## src/rtl/seg7_pkg.sv

```systemverilog
// seg7_pkg: active-high glyphs, converter FSM states and BCD sizing helper
package seg7_pkg;
    localparam logic [6:0] SEG_0    = 7'b0111111;
    localparam logic [6:0] SEG_1    = 7'b0000110;
    localparam logic [6:0] SEG_2    = 7'b1011011;
    localparam logic [6:0] SEG_3    = 7'b1001111;
    localparam logic [6:0] SEG_4    = 7'b1100110;
    localparam logic [6:0] SEG_5    = 7'b1101101;
    localparam logic [6:0] SEG_6    = 7'b1111101;
    localparam logic [6:0] SEG_7    = 7'b0000111;
    localparam logic [6:0] SEG_8    = 7'b1111111;
    localparam logic [6:0] SEG_9    = 7'b1101111;
    localparam logic [6:0] SEG_DASH = 7'b1000000;
    localparam logic [6:0] SEG_OFF  = 7'b0000000;

    typedef enum logic [1:0] {S_IDLE, S_SHIFT, S_COMMIT} state_e;

    // decimal digits needed to hold 2^w-1
    function automatic int bcd_nibbles(input int w);
        longint v;
        int n;
        v = (longint'(1) << w) - 1;
        n = 0;
        while (v > 0) begin
            v = v / 10;
            n++;
        end
        return n;
    endfunction
endpackage

```

## src/rtl/seg7_glyph_rom.sv

```systemverilog
// seg7_glyph_rom: BCD nibble to active-high {g,f,e,d,c,b,a} glyph
//   nib_i   : BCD digit 0..9 (other codes give all segments off)
//   glyph_o : active-high segment pattern
module seg7_glyph_rom
    import seg7_pkg::*;
(
    input  logic [3:0] nib_i,
    output logic [6:0] glyph_o
);
    always_comb begin
        case (nib_i)
            4'd0:    glyph_o = SEG_0;
            4'd1:    glyph_o = SEG_1;
            4'd2:    glyph_o = SEG_2;
            4'd3:    glyph_o = SEG_3;
            4'd4:    glyph_o = SEG_4;
            4'd5:    glyph_o = SEG_5;
            4'd6:    glyph_o = SEG_6;
            4'd7:    glyph_o = SEG_7;
            4'd8:    glyph_o = SEG_8;
            4'd9:    glyph_o = SEG_9;
            default: glyph_o = SEG_OFF;
        endcase
    end
endmodule

```

## src/rtl/seven_segment_scan_bcd.sv

```systemverilog
// seven_segment_scan_bcd: sequential binary-to-BCD converter and multiplexed 7-segment scanner
//   CLOCK/RESET         : rising-edge clock, synchronous active-high reset
//   TICK                : refresh enable advancing digit index and blink counter
//   VALUE/LOAD          : binary value and conversion start (queued while BUSY)
//   BLANK_LZ            : leading-zero blanking enable
//   BLINK_MASK/DP_MASK  : per-digit blink and decimal point, bit 0 = leftmost
//   BUSY/OVERFLOW       : conversion running / value >= 10^DIGITS
//   SEVEN_SEG_OUT/DP_OUT/anodes : registered pin drivers, polarity per parameters
module seven_segment_scan_bcd
    import seg7_pkg::*;
#(
    parameter int DIGITS           = 4,
    parameter int VALUE_W          = 14,
    parameter int BLINK_DIV        = 500,
    parameter bit ANODE_ACTIVE_LOW = 1'b1,
    parameter bit SEG_ACTIVE_LOW   = 1'b1
) (
    input  logic               CLOCK,
    input  logic               RESET,
    input  logic               TICK,
    input  logic [VALUE_W-1:0] VALUE,
    input  logic               LOAD,
    input  logic               BLANK_LZ,
    input  logic [DIGITS-1:0]  BLINK_MASK,
    input  logic [DIGITS-1:0]  DP_MASK,
    output logic               BUSY,
    output logic               OVERFLOW,
    output logic [6:0]         SEVEN_SEG_OUT,
    output logic               DP_OUT,
    output logic [DIGITS-1:0]  anodes
);
    localparam int NEED = bcd_nibbles(VALUE_W);
    // always keep at least one guard nibble so the overflow slice is never empty
    localparam int NIB  = NEED > DIGITS ? NEED : DIGITS + 1;
    localparam int IW   = $clog2(DIGITS);
    localparam int BW   = $clog2(BLINK_DIV + 1);
    localparam int CW   = $clog2(VALUE_W + 1);
    localparam logic [DIGITS-1:0] AN_POL = {DIGITS{ANODE_ACTIVE_LOW}};
    localparam logic [6:0] SEG_POL = {7{SEG_ACTIVE_LOW}};

    state_e               state_q, state_d;
    logic [CW-1:0]        cnt_q, cnt_d;
    logic [VALUE_W-1:0]   bin_q, bin_d, pend_q, pend_d;
    logic [4*NIB-1:0]     bcd_q, bcd_d, adj;
    logic [4*DIGITS-1:0]  disp_q, disp_d;
    logic                 pend_v_q, pend_v_d, busy_q, busy_d, ovf_q, ovf_d;
    logic [IW-1:0]        idx_q, idx_d;
    logic [BW-1:0]        bcnt_q, bcnt_d;
    logic                 phase_q, phase_d, blink_wrap;
    logic [3:0]           nib;
    logic [6:0]           glyph, seg_hi;
    logic [DIGITS-1:0]    an_hi;
    logic                 lead, bm, dm, blank;

    always_comb begin
        adj = bcd_q;
        for (int n = 0; n < NIB; n++)
            if (adj[4*n +: 4] >= 4'd5) adj[4*n +: 4] = adj[4*n +: 4] + 4'd3;
        state_d  = state_q;
        cnt_d    = cnt_q;
        bin_d    = bin_q;
        bcd_d    = bcd_q;
        pend_d   = pend_q;
        pend_v_d = pend_v_q;
        ovf_d    = ovf_q;
        disp_d   = disp_q;
        busy_d   = state_q != S_IDLE || LOAD;
        if (LOAD && state_q != S_IDLE) begin
            pend_d   = VALUE;
            pend_v_d = 1'b1;
        end
        case (state_q)
            S_IDLE: if (LOAD) begin
                state_d = S_SHIFT;
                bin_d   = VALUE;
                bcd_d   = '0;
                cnt_d   = '0;
            end
            S_SHIFT: begin
                {bcd_d, bin_d} = {adj, bin_q} << 1;
                cnt_d = cnt_q + CW'(1);
                if (cnt_q == CW'(VALUE_W - 1)) state_d = S_COMMIT;
            end
            S_COMMIT: begin
                ovf_d  = |bcd_q[4*NIB-1:4*DIGITS];
                disp_d = bcd_q[4*DIGITS-1:0];
                state_d = S_IDLE;
                // a LOAD in this very cycle is newer than anything pending
                if (LOAD || pend_v_q) begin
                    state_d  = S_SHIFT;
                    bin_d    = LOAD ? VALUE : pend_q;
                    bcd_d    = '0;
                    cnt_d    = '0;
                    pend_v_d = 1'b0;
                end
            end
            default: state_d = S_IDLE;
        endcase
    end

    always_comb begin
        blink_wrap = TICK && bcnt_q == BW'(BLINK_DIV - 1);
        idx_d   = TICK ? (idx_q == IW'(DIGITS - 1) ? '0 : idx_q + IW'(1)) : idx_q;
        bcnt_d  = blink_wrap ? '0 : (TICK ? bcnt_q + BW'(1) : bcnt_q);
        phase_d = phase_q ^ blink_wrap;
        nib   = '0;
        lead  = 1'b1;
        bm    = 1'b0;
        dm    = 1'b0;
        an_hi = '0;
        // nibble DIGITS-1-k belongs to digit k, since digit 0 is the most significant
        for (int k = 0; k < DIGITS; k++) begin
            if (k <= int'(idx_q) && disp_q[4*(DIGITS-1-k) +: 4] != 4'd0) lead = 1'b0;
            if (k == int'(idx_q)) begin
                nib      = disp_q[4*(DIGITS-1-k) +: 4];
                bm       = BLINK_MASK[k];
                dm       = DP_MASK[k];
                an_hi[k] = 1'b1;
            end
        end
        blank  = (BLANK_LZ && !ovf_q && lead && idx_q != IW'(DIGITS - 1)) || (!phase_q && bm);
        seg_hi = blank ? SEG_OFF : (ovf_q ? SEG_DASH : glyph);
    end

    seg7_glyph_rom u_rom (
        .nib_i   (nib),
        .glyph_o (glyph)
    );

    always_ff @(posedge CLOCK) begin
        if (RESET) begin
            state_q       <= S_IDLE;
            cnt_q         <= '0;
            bin_q         <= '0;
            bcd_q         <= '0;
            pend_q        <= '0;
            pend_v_q      <= 1'b0;
            busy_q        <= 1'b0;
            ovf_q         <= 1'b0;
            disp_q        <= '0;
            idx_q         <= '0;
            bcnt_q        <= '0;
            phase_q       <= 1'b1;
            SEVEN_SEG_OUT <= SEG_OFF ^ SEG_POL;
            DP_OUT        <= SEG_ACTIVE_LOW;
            anodes        <= AN_POL;
        end else begin
            state_q       <= state_d;
            cnt_q         <= cnt_d;
            bin_q         <= bin_d;
            bcd_q         <= bcd_d;
            pend_q        <= pend_d;
            pend_v_q      <= pend_v_d;
            busy_q        <= busy_d;
            ovf_q         <= ovf_d;
            disp_q        <= disp_d;
            idx_q         <= idx_d;
            bcnt_q        <= bcnt_d;
            phase_q       <= phase_d;
            SEVEN_SEG_OUT <= seg_hi ^ SEG_POL;
            DP_OUT        <= (!blank && dm) ^ SEG_ACTIVE_LOW;
            anodes        <= (blank ? '0 : an_hi) ^ AN_POL;
        end
    end

    assign BUSY     = busy_q;
    assign OVERFLOW = ovf_q;
endmodule

```

## config.mk

```make
export PLATFORM = sky130hd
export DESIGN_NAME = seven_segment_scan_bcd
export DESIGN_NICKNAME = d
export VERILOG_FILES = /design/src/rtl/seg7_pkg.sv /design/src/rtl/seg7_glyph_rom.sv /design/src/rtl/seven_segment_scan_bcd.sv
export SDC_FILE = /design/constraint.sdc
export NUM_CORES = 1
export LEC_CHECK = 0
export ABC_AREA = 1
export CAP_MARGIN = 20
export CORE_MARGIN = 5
export CORE_UTILIZATION = 52
export DETAILED_ROUTE_END_ITERATION = 10
export PLACE_DENSITY = 0.79
export SYNTH_ARGS = -nofsm -noshare
export SYNTH_HDL_FRONTEND = slang
export SYNTH_SLANG_ARGS = --single-unit
```

## constraint.sdc

```tcl
create_clock -name CLOCK -period 1.8 [get_ports CLOCK]
set_input_delay 0.18 -clock CLOCK [delete_from_list [all_inputs] [get_ports CLOCK]]
set_output_delay 0.18 -clock CLOCK [all_outputs]
set_load 0.01 [all_outputs]
```

==> reports/metrics.cfg, run 1 <==
[outcome]
outcome = finished with violations
violations = negative setup slack

[floorplan]
fp-row-count = 35
io-pin-count = 41
dieWidth_um = 106
floorplan.initialDensity_pct = 52.3
placeableCoreArea_mm2 = 0.00911
floorplan.die_area_mm2 = 0.0112
die_y_um = 106

[power_and_ir_drop]
power_density_mw_per_mm2 = 1310
combinationalPowerShare_pct = 42.0
power.internal_mw = 4.61
p_sw_mw = 2.86
finalPower_mw = 7.48
vdd.ir_drop.worst_uv = 721
clock_power_share_pct = 19.1
seqPwrFrac_pct = 38.9
power.leakage_nw = 2.31
power_switching_share_pct = 38.3

[synthesis]
synthDistinctLibCells = 38
yosysWarningCount = 0
syn_nets = 686
synth_top_area_share_pct = 40.7
synth.ff_latch_count = 97
synth.area.top_cells = sky130_fd_sc_hd__dfxtp_1 41%, sky130_fd_sc_hd__a21oi_1 11%, sky130_fd_sc_hd__o21ai_0 11%
synth_area_mm2 = 0.00477
share_of_synthesized_area_occupied_by_flip_flops_and_latches_pct = 40.7
syn_avg_cell_area_um2 = 7.55
syn-instance-count = 631
post-synth-top-area-cell = sky130_fd_sc_hd__dfxtp_1

[run]
maxCapViolCount = 0

[timing]
worst_pin_slew_ps = 389
setup_total_negative_slack_ps = -0.187
timing.final.ws_setup_ps = -0.187
finalSetupViolCount = 1
clock.fmax_ghz = 0.555
skew_ps = 6.18
fin_crit_ps = 1800
whs_ps = 462
grt_setup_unrepaired = true
finalMaxSlewViolations = 0
period_utilization_pct = 100
relSlewSlack_pct = 74.0
report.final.hold_viol_count = 0

[drt]
finalWirelength_um = 10900
detailedRoute.firstPassIterationCount = 5
detail-route-antenna-nets = 0
post_drt_wl_per_cell_um = 13.7
detail_route.iter0.violations = 222
vias_per_cell = 5.49
post-route-drc-count = 0
num_vias = 4367

[place]
io_buffers = 40
placedInstanceArea_mm2 = 0.00538
dp.final_hpwl_um = 7520
place.gp.congestion = 0.887

[clocking]
clkSinkCount = 97
cts_inserted_buffers = 9
clock_tree.root_cell = sky130_fd_sc_hd__clkbuf_8
clk_pin_slew_worst_paths_ps = 90
clock_path_buffers = 2
cts.htree.levels = 3
tritoncts = built
clock_latency_ps = 360

[cells_and_area]
fill_cells = 774
design.final.nets = 736
regArea_mm2 = 0.00195
utilization_pct = 62.8
insertedDiodeCount = 0
area_delta_synth_final_pct = 20.0
ratio_of_cells_with_drive_above_1_in_the_final_layout_pct = 13.1
multi_input_comb_area_mm2 = 0.00254
stdcell_area_mm2 = 0.00572

[grt]
first_global_vias = 4176
grt.total_usage_pct = 19.3
grt_start_max_net_pins = 46
global_route_wire_length_before_repair_um = 18100
global_route.overflow_total = 0
antenna_found_initial = 0

[worst_setup_path]
cp_slowest_stage_delay_ps = 410
timing.critical_path.cells = inv_4 -> ha_4 -> inv_2 -> o211ai_1 -> nand2_1 -> nand2_4 -> ha_1 -> inv_1 -> nand2_1 -> o211ai_1 -> nand3_1
timing.critical_path.fanout_max = 6
critPathCaptureType = register
timing.critical_path.slowest_stage_cell = sky130_fd_sc_hd__dfxtp_4
timing.critical_path.from_type = register
critical_path.n_buffers_inverters = 3
timing.critical_path.required_ps = 2030
cp_data_arrival_time_ps = 2030
critical_path.startpoint = idx_q[0]$_SDFFE_PP0P_
critical_path.top_delay_family = adder cells
critical_path.reg2reg.startpoint = idx_q[0]$_SDFFE_PP0P_
path_class = register to register

[hold_path]
holdCritPathClass = input pin to register
min-delay-start = DP_MASK[3]

final timing paths:
check,to,slack [ps],cells past startpoint
hold reg to reg,bcd_q[0]$_SDFFE_PP0P_,460,2
hold / removal,DP_OUT$_SDFF_PP1_,460,4
setup reg to reg,SEVEN_SEG_OUT[3]$_SDFF_PP1_,-0.2,11
setup / recovery,SEVEN_SEG_OUT[3]$_SDFF_PP1_,-0.2,11
area by class of cell:
cell class                 count  share of cell area (%)
sequential                    97                    34.1
timing repair buffer          70                    11.4
clock buffer                  13                    2.78
clock inverter                 2                   0.656
inverter                      57                    4.09
multi-input combinational    446                    44.5
tap                          111                    2.43
layout by cell type, fill, tap and decap left out, types with 3 or more instances in the layout:
master	Yosys	final
sky130_fd_sc_hd__o21ai_0	104	104
sky130_fd_sc_hd__inv_6	2	3
sky130_fd_sc_hd__ha_1	28	22
sky130_fd_sc_hd__nand3_1	20	19
sky130_fd_sc_hd__a22oi_1	3	3
sky130_fd_sc_hd__a211oi_1	3	3
sky130_fd_sc_hd__xor2_1	7	7
sky130_fd_sc_hd__inv_1	52	46
sky130_fd_sc_hd__inv_2	3	6
sky130_fd_sc_hd__o211ai_1	7	7
sky130_fd_sc_hd__a21oi_2	2	4
sky130_fd_sc_hd__a21oi_1	105	103
sky130_fd_sc_hd__nand4_1	4	4
sky130_fd_sc_hd__ha_4	0	4
sky130_fd_sc_hd__o21ai_1	3	3
sky130_fd_sc_hd__nor3_1	6	6
sky130_fd_sc_hd__clkbuf_8	0	11
sky130_fd_sc_hd__nand2_1	77	74
sky130_fd_sc_hd__or2_2	7	7
sky130_fd_sc_hd__dfxtp_1	97	93
sky130_fd_sc_hd__nor2_4	3	4
sky130_fd_sc_hd__buf_4	1	27
sky130_fd_sc_hd__nand2_4	1	3
sky130_fd_sc_hd__clkdlybuf4s50_1	0	40
sky130_fd_sc_hd__nor2_1	52	51
cells by family (layout without fill, tap and decap cells):
family	after synthesis	in the layout	share of synthesized area (%)
AO/OA/AOI/OAI	234	234	25.8
flip-flops	97	97	40.7
adder cells (fa/ha/maj)	28	28	7.35
XOR/XNOR	8	8	1.47
AND/OR/NAND/NOR	176	176	16.7
buffers and inverters	88	142	7.98
synthesized netlist by cell type:
cell type / instances
sky130_fd_sc_hd__clkbuf_1: 18
sky130_fd_sc_hd__a21oi_2: 2
sky130_fd_sc_hd__nor2_1: 52
sky130_fd_sc_hd__a21oi_1: 105
sky130_fd_sc_hd__buf_8: 1
sky130_fd_sc_hd__nand3_1: 20
sky130_fd_sc_hd__xor2_1: 7
sky130_fd_sc_hd__nand2_4: 1
sky130_fd_sc_hd__nand3b_1: 1
sky130_fd_sc_hd__buf_4: 1
sky130_fd_sc_hd__inv_2: 3
sky130_fd_sc_hd__nor2_4: 3
sky130_fd_sc_hd__nand2_8: 1
sky130_fd_sc_hd__a31oi_1: 2
sky130_fd_sc_hd__nand2_1: 77
sky130_fd_sc_hd__a211oi_1: 3
sky130_fd_sc_hd__nand4_1: 4
sky130_fd_sc_hd__or2_2: 7
sky130_fd_sc_hd__a22oi_1: 3
sky130_fd_sc_hd__a22oi_2: 1
sky130_fd_sc_hd__o21a_1: 1
sky130_fd_sc_hd__xnor2_1: 1
sky130_fd_sc_hd__nand2_2: 1
sky130_fd_sc_hd__o21ai_0: 104
sky130_fd_sc_hd__buf_2: 8
sky130_fd_sc_hd__buf_1: 1
sky130_fd_sc_hd__nand4_2: 2
sky130_fd_sc_hd__ha_1: 28
sky130_fd_sc_hd__nor3b_1: 1
sky130_fd_sc_hd__o21ai_2: 1
sky130_fd_sc_hd__o211ai_1: 7
sky130_fd_sc_hd__dfxtp_1: 97
sky130_fd_sc_hd__buf_6: 2
sky130_fd_sc_hd__o22ai_1: 2
sky130_fd_sc_hd__inv_6: 2
sky130_fd_sc_hd__o21ai_1: 3
sky130_fd_sc_hd__nor3_1: 6
sky130_fd_sc_hd__inv_1: 52
metal layers:
metal | global-route usage [%] | routed length, µm | up-vias
met5 | 0 | 0 | -
met4 | 6.57 | 188 | 0
met3 | 3.49 | 478 | 19
met2 | 35.2 | 5550 | 104
met1 | 22.7 | 4670 | 2013
li1 | - | - | 2231
stage by stage:
stage                     instances  setup WS (ps)
after floorplan                 631           17.2
after global placement          778           10.8
after detailed placement        778           -131
after CTS                       794           21.1
after global routing            796          -81.5
final                           796         -0.187
state kept, by name (all words and copies together) (netlist names), 2 cells and up:
name           flops
anodes             4
pend_q            14
bcd_q             20
state_q            2
SEVEN_SEG_OUT      7
cnt_q              4
disp_q            16
bin_q             14
idx_q              2
bcnt_q             9
power by group through the flow:
stage	clock network (mW)	logic, mW	registers (mW)
2_1_floorplan	0	2.03	2.92
3_3_place_gp	0	2.92	2.91
3_5_place_dp	0	3.02	2.93
4_1_cts	1.45	3.05	2.89
5_1_grt	1.56	3.50	2.97
6_report	1.43	3.14	2.91
tightest hold or removal path: stages:
cell	delay (ps)
sky130_fd_sc_hd__clkdlybuf4s50_1	400
sky130_fd_sc_hd__nor2_1	100
sky130_fd_sc_hd__a21oi_1	40
sky130_fd_sc_hd__nand2_1	60
what timing repair did:
action,4_1_cts,5_1_grt
hold buffers,0,0
endpoints found under the setup margin,7,24
pin swaps,1,11
resized for setup,8,29
setup buffers,1,2
Note: power is estimated with default switching activity, not from simulation.
==> inputs of run 2 (changes only) <==
--- a/config.mk
+++ b/config.mk
@@ -10,7 +10,9 @@
 export CORE_MARGIN = 5
 export CORE_UTILIZATION = 52
 export DETAILED_ROUTE_END_ITERATION = 10
+export GPL_ROUTABILITY_DRIVEN = 1
 export PLACE_DENSITY = 0.79
+export RECOVER_POWER = 25
 export SYNTH_ARGS = -nofsm -noshare
 export SYNTH_HDL_FRONTEND = slang
 export SYNTH_SLANG_ARGS = --single-unit
==> reports/metrics.cfg, run 2 (synthesis results as in run 1) <==
[outcome]
outcome = finished with violations
violations = negative setup slack

[grt]
global_route_wire_length_before_repair_um = 18100
grt.total_usage_pct = 19.3
first_global_vias = 4176
antenna_found_initial = 0
global_route.overflow_total = 0
grt_start_max_net_pins = 46

[clocking]
cts.htree.levels = 3
clk_pin_slew_worst_paths_ps = 90
cts_inserted_buffers = 9
clock_tree.root_cell = sky130_fd_sc_hd__clkbuf_8
clkSinkCount = 97
clock_path_buffers = 2
tritoncts = built
clock_latency_ps = 350

[timing]
setup_total_negative_slack_ps = -0.682
fin_crit_ps = 1800
worst_pin_slew_ps = 389
relSlewSlack_pct = 74.0
period_utilization_pct = 100
skew_ps = 5.96
finalSetupViolCount = 1
timing.final.ws_setup_ps = -0.682
finalMaxSlewViolations = 0
report.final.hold_viol_count = 0
whs_ps = 463
clock.fmax_ghz = 0.555
grt_setup_unrepaired = true

[worst_setup_path]
critical_path.reg2reg.startpoint = idx_q[0]$_SDFFE_PP0P_
cp_data_arrival_time_ps = 2030
timing.critical_path.from_type = register
critPathCaptureType = register
path_class = register to register
cp_slowest_stage_delay_ps = 410
crit_end = SEVEN_SEG_OUT[3]$_SDFF_PP1_
ff2ff_setup_slack_ps = -0.7
crit-reg2reg-capture = SEVEN_SEG_OUT[3]$_SDFF_PP1_
timing.critical_path.slowest_stage_cell = sky130_fd_sc_hd__dfxtp_4
critical_path.startpoint = idx_q[0]$_SDFFE_PP0P_
timing.critical_path.required_ps = 2030
depth_of_the_worst_register_to_register_path = 11
timing.critical_path.cells = inv_4 -> ha_4 -> inv_2 -> o211ai_1 -> nand2_1 -> nand2_4 -> ha_1 -> inv_1 -> nand2_1 -> o211ai_1 -> nand3_1
timing.critical_path.fanout_max = 6

[cells_and_area]
ratio_of_cells_with_drive_above_1_in_the_final_layout_pct = 13.1
stdcell_count = 796
layout_top_registers = bcd_q x20, disp_q x16
insertedDiodeCount = 0
design.final.nets = 736
stdcell_area_mm2 = 0.00572
layout_commonest_cell = sky130_fd_sc_hd__o21ai_0
area_delta_synth_final_pct = 20.0
utilization_pct = 62.8
fill_cells = 774
largest_register_ffs = 20
final_cell_mix = 104 x sky130_fd_sc_hd__o21ai_0, 103 x sky130_fd_sc_hd__a21oi_1, 93 x sky130_fd_sc_hd__dfxtp_1
max_flop_register = bcd_q

[power_and_ir_drop]
vdd.ir_drop.worst_uv = 722
power_density_mw_per_mm2 = 1310
power.leakage_nw = 2.31
finalPower_mw = 7.48

[floorplan]
floorplan.initialDensity_pct = 52.3
floorplan.die_area_mm2 = 0.0112
placeableCoreArea_mm2 = 0.00911
die_y_um = 106
fp-row-count = 35
io-pin-count = 41
dieWidth_um = 106

[drt]
post_drt_wl_per_cell_um = 13.7
detailedRoute.firstPassIterationCount = 5
vias_per_cell = 5.49
finalWirelength_um = 10900
num_vias = 4371
post-route-drc-count = 0
detail-route-antenna-nets = 0
detail_route.iter0.violations = 222

[place]
io_buffers = 40
numPlacedInstances = 778
dp.final_hpwl_um = 7520
placedInstanceArea_mm2 = 0.00538
place.gp.congestion = 0.887
place_ws_ps = -131

[run]
maxCapViolCount = 0

[hold_path]
holdCritPathClass = input pin to register

-- run 2: worst max-delay path: cells and delay by family, from the launching register on --
family | cells | cell delay (ps)
AO/OA/AOI/OAI | 2 | 210
adder cells (fa/ha/maj) | 2 | 470
buffers and inverters | 3 | 190
flip-flops | 1 | 410
AND/OR/NAND/NOR | 4 | 410
-- run 2: power breakdown --
part	switching (mW)	internal, mW	total, mW
clock network	0.714	0.713	1.43
registers	0.274	2.63	2.91
logic	1.88	1.27	3.14
total	2.86	4.61	7.48
-- run 2: timing repair --
item                                    4_1_cts  5_1_grt
endpoints found under the setup margin        7       24
pin swaps                                     1       11
hold buffers                                  0        0
resized for setup                             8       29
setup buffers                                 1        2
-- run 2: cell type report --
cell class / count / area [µm²] / share of cell area, %
Clock buffer: 13 / 159 / 2.78
Clock inverter: 2 / 37.5 / 0.656
Inverter: 57 / 234 / 4.09
Multi-Input combinational cell: 446 / 2540 / 44.5
Sequential cell: 97 / 1950 / 34.1
Tap cell: 111 / 139 / 2.43
Timing Repair Buffer: 70 / 654 / 11.4
-- run 2: worst min path at each step --
stage | from | to | slack [ps] | cells after the start
after global routing | DP_MASK[3] | DP_OUT$_SDFF_PP1_ | 490 | 4
final | DP_MASK[3] | DP_OUT$_SDFF_PP1_ | 460 | 4
after detailed placement | bin_q[13]$_SDFFE_PP0P_ | bcd_q[0]$_SDFFE_PP0P_ | 460 | 2
after CTS | bin_q[13]$_SDFFE_PP0P_ | bcd_q[0]$_SDFFE_PP0P_ | 470 | 2
after floorplan | LOAD | BUSY$_SDFF_PP0_ | 310 | 2
after global placement | bin_q[13]$_SDFFE_PP0P_ | bcd_q[0]$_SDFFE_PP0P_ | 450 | 2
-- run 2: per-layer routing --
| metal | vias up | routed length [µm] | track usage (%) |
|---|---|---|---|
| li1 | 2232 | - | - |
| met1 | 2010 | 4660 | 22.7 |
| met2 | 112 | 5550 | 35.2 |
| met3 | 17 | 512 | 3.49 |
| met4 | 0 | 173 | 6.57 |
| met5 | - | 0 | 0 |
==> inputs of run 3 (changes only) <==
--- a/config.mk
+++ b/config.mk
@@ -13,6 +13,7 @@
 export GPL_ROUTABILITY_DRIVEN = 1
 export PLACE_DENSITY = 0.79
 export RECOVER_POWER = 25
+export REMOVE_ABC_BUFFERS = 1
 export SYNTH_ARGS = -nofsm -noshare
 export SYNTH_HDL_FRONTEND = slang
 export SYNTH_SLANG_ARGS = --single-unit
==> reports/metrics.cfg, run 3 (synthesis results as in run 1) <==
[outcome]
outcome = finished clean

[run]
maxCapViolCount = 0

[cells_and_area]
fill_cells = 790
final_cell_mix = 104 x sky130_fd_sc_hd__o21ai_0, 103 x sky130_fd_sc_hd__a21oi_1, 93 x sky130_fd_sc_hd__dfxtp_1
utilization_pct = 63.2
layout_commonest_cell = sky130_fd_sc_hd__o21ai_0
largest_register_ffs = 20
ratio_of_cells_with_drive_above_1_in_the_final_layout_pct = 14.1
area_delta_synth_final_pct = 20.7
layout_top_registers = bcd_q x20, disp_q x16
insertedDiodeCount = 0
design.final.nets = 738
stdcell_area_mm2 = 0.00575
max_flop_register = bcd_q
stdcell_count = 799

[power_and_ir_drop]
p_sw_mw = 2.89
power.leakage_nw = 2.32
clock_power_share_pct = 17.7
seqPwrFrac_pct = 39.5
power_density_mw_per_mm2 = 1280
power_switching_share_pct = 39.3
power.internal_mw = 4.47
combinationalPowerShare_pct = 42.8
vdd.ir_drop.worst_uv = 712

[place]
place.gp.congestion = 0.909
placedInstanceArea_mm2 = 0.00542
numPlacedInstances = 778
io_buffers = 40
dp.final_hpwl_um = 7340

[worst_setup_path]
ff2ff_setup_slack_ps = 70
timing.critical_path.cells = inv_4 -> ha_4 -> inv_4 -> nand2_2 -> o211ai_1 -> nand2_1 -> nand2_2 -> inv_2 -> ha_1 -> inv_1 -> nand2_2 -> nand3_1 -> nand2_1 -> nand2_1 -> nand2_1
critical_path.reg2reg.startpoint = idx_q[1]$_SDFFE_PP0P_
critical_path.n_buffers_inverters = 4
path_class = register to register
timing.critical_path.required_ps = 2060
most_frequent_cell_on_the_critical_path = sky130_fd_sc_hd__nand2_1
critical_path.top_delay_family = simple AND/OR/NAND/NOR gates
depth_of_the_worst_register_to_register_path = 15
cp_slowest_stage_delay_ps = 400
timing.critical_path.fanout_max = 6
critPathCaptureType = register
timing.critical_path.slowest_stage_cell = sky130_fd_sc_hd__dfxtp_4
crit-reg2reg-capture = SEVEN_SEG_OUT[6]$_SDFF_PP1_
cp_data_arrival_time_ps = 1980
timing.critical_path.from_type = register

[timing]
clock.fmax_ghz = 0.580
finalSetupViolCount = 0
grt_setup_unrepaired = true
period_utilization_pct = 95.8
fin_crit_ps = 1730
setup_total_negative_slack_ps = 0
finalMaxSlewViolations = 0
worst_pin_slew_ps = 463
relSlewSlack_pct = 69.2
skew_ps = 14.7
report.final.hold_viol_count = 0

[clocking]
clk_pin_slew_worst_paths_ps = 90
clock_latency_ps = 360
clock_tree.root_cell = sky130_fd_sc_hd__clkbuf_8
hold_buffers = 0
clkSinkCount = 97
tritoncts = built
clock_path_buffers = 2
cts_inserted_buffers = 9
cts.htree.levels = 3

[hold_path]
min_delay_worst_endpoint = bcd_q[0]$_SDFFE_PP0P_
min-delay-start = bin_q[13]$_SDFFE_PP0P_
holdCritPathClass = register to register
min_delay_path_depth = 2

[drt]
vias_per_cell = 5.44
detailedRoute.firstPassIterationCount = 5
post_route_met1_wirelength_um = 4730
wl_met2_um = 5360
detail_route.iter0.violations = 253
finalWirelength_um = 10600
post-route-drc-count = 0
num_vias = 4350
post_drt_wl_per_cell_um = 13.3
met3RoutedLength_um = 472
maxUsedRoutingLayer = met4
detail-route-antenna-nets = 0

[floorplan]
floorplan.die_area_mm2 = 0.0112
fp-row-count = 35
dieWidth_um = 106
placeableCoreArea_mm2 = 0.00911
floorplan.initialDensity_pct = 52.3
io-pin-count = 41
die_y_um = 106

[grt]
global_route.overflow_total = 0
first_global_vias = 4311
grt.total_usage_pct = 19.8
global_route_wire_length_before_repair_um = 18700
antenna_found_initial = 0
grt_start_max_net_pins = 46

==> run 3: changes by cell type in the layout (fill, tap and decap cells not counted), moves of 2 or more <==
cell,before,now
sky130_fd_sc_hd__clkinvlp_4,1,3
sky130_fd_sc_hd__buf_12,2,5
sky130_fd_sc_hd__nand2_4,3,1
sky130_fd_sc_hd__nand2_2,2,5
sky130_fd_sc_hd__clkinv_2,0,2
sky130_fd_sc_hd__clkbuf_1,2,0
sky130_fd_sc_hd__a21oi_4,0,2
sky130_fd_sc_hd__a21oi_2,4,2
==> run 3: worst max-delay path by stage <==
stage | from | endpoint | slack [ps] | cells after the start
2_1_floorplan | state_q[0]$_SDFFE_PP0P_ | bcd_q[15]$_SDFFE_PP0P_ | -370 | 9
6_report | idx_q[1]$_SDFFE_PP0P_ | SEVEN_SEG_OUT[6]$_SDFF_PP1_ | 70 | 15
4_1_cts | idx_q[0]$_SDFFE_PP0P_ | SEVEN_SEG_OUT[6]$_SDFF_PP1_ | 20 | 13
3_3_place_gp | LOAD | bcd_q[2]$_SDFFE_PP0P_ | 20 | 9
5_1_grt | idx_q[1]$_SDFFE_PP0P_ | SEVEN_SEG_OUT[6]$_SDFF_PP1_ | -60 | 14
3_5_place_dp | idx_q[0]$_SDFFE_PP0P_ | SEVEN_SEG_OUT[0]$_SDFF_PP1_ | -80 | 9
==> run 3: repair_timing <==
action                                  in CTS  in global routing
endpoints found under the setup margin      11                 36
cloned                                       0                  0
pin swaps                                    1                  7
gates resized for setup                     15                 22
buffers inserted                             2                  3
==> run 3: area by class of cell <==
class | count | area [µm²] | share of cell area, %
Tap cell | 111 | 139 | 2.41
Timing Repair Buffer | 72 | 703 | 12.2
Multi-Input combinational cell | 446 | 2540 | 44.2
Clock buffer | 10 | 138 | 2.39
Clock inverter | 6 | 42.5 | 0.739
Sequential cell | 97 | 1950 | 33.9
Inverter | 57 | 235 | 4.09
==> run 3: routing by layer <==
layer	GRT usage (%)	vias to the layer above
met5	0	-
met4	6.29	0
met3	4.59	6
met2	35.0	84
met1	23.7	2026
li1	-	2234
==> run 3: worst min-delay path, cell delays in order, from the launching register on <==
cell and delay [ps]:
sky130_fd_sc_hd__dfxtp_1 320, sky130_fd_sc_hd__nand2_1 60, sky130_fd_sc_hd__a21oi_1 60
==> run 3: per-stage QoR <==
stage,power (mW),worst slack [ps],hold slack (ps)
after floorplan,4.74,-373,242
after global placement,5.81,16.3,463
after detailed placement,5.91,-81.1,471
after CTS,7.26,23.2,439
after global routing,7.94,-58.4,469
final,7.36,74.9,471
==> run 3: power groups by stage <==
| stage | registers, mW | logic [mW] | clock network, mW |
|---|---|---|---|
| 4_1_cts | 2.89 | 3.02 | 1.34 |
| 2_1_floorplan | 2.92 | 1.83 | 0 |
| 5_1_grt | 2.97 | 3.53 | 1.44 |
| 3_5_place_dp | 2.93 | 2.98 | 0 |
| 6_report | 2.91 | 3.15 | 1.30 |
| 3_3_place_gp | 2.91 | 2.90 | 0 |
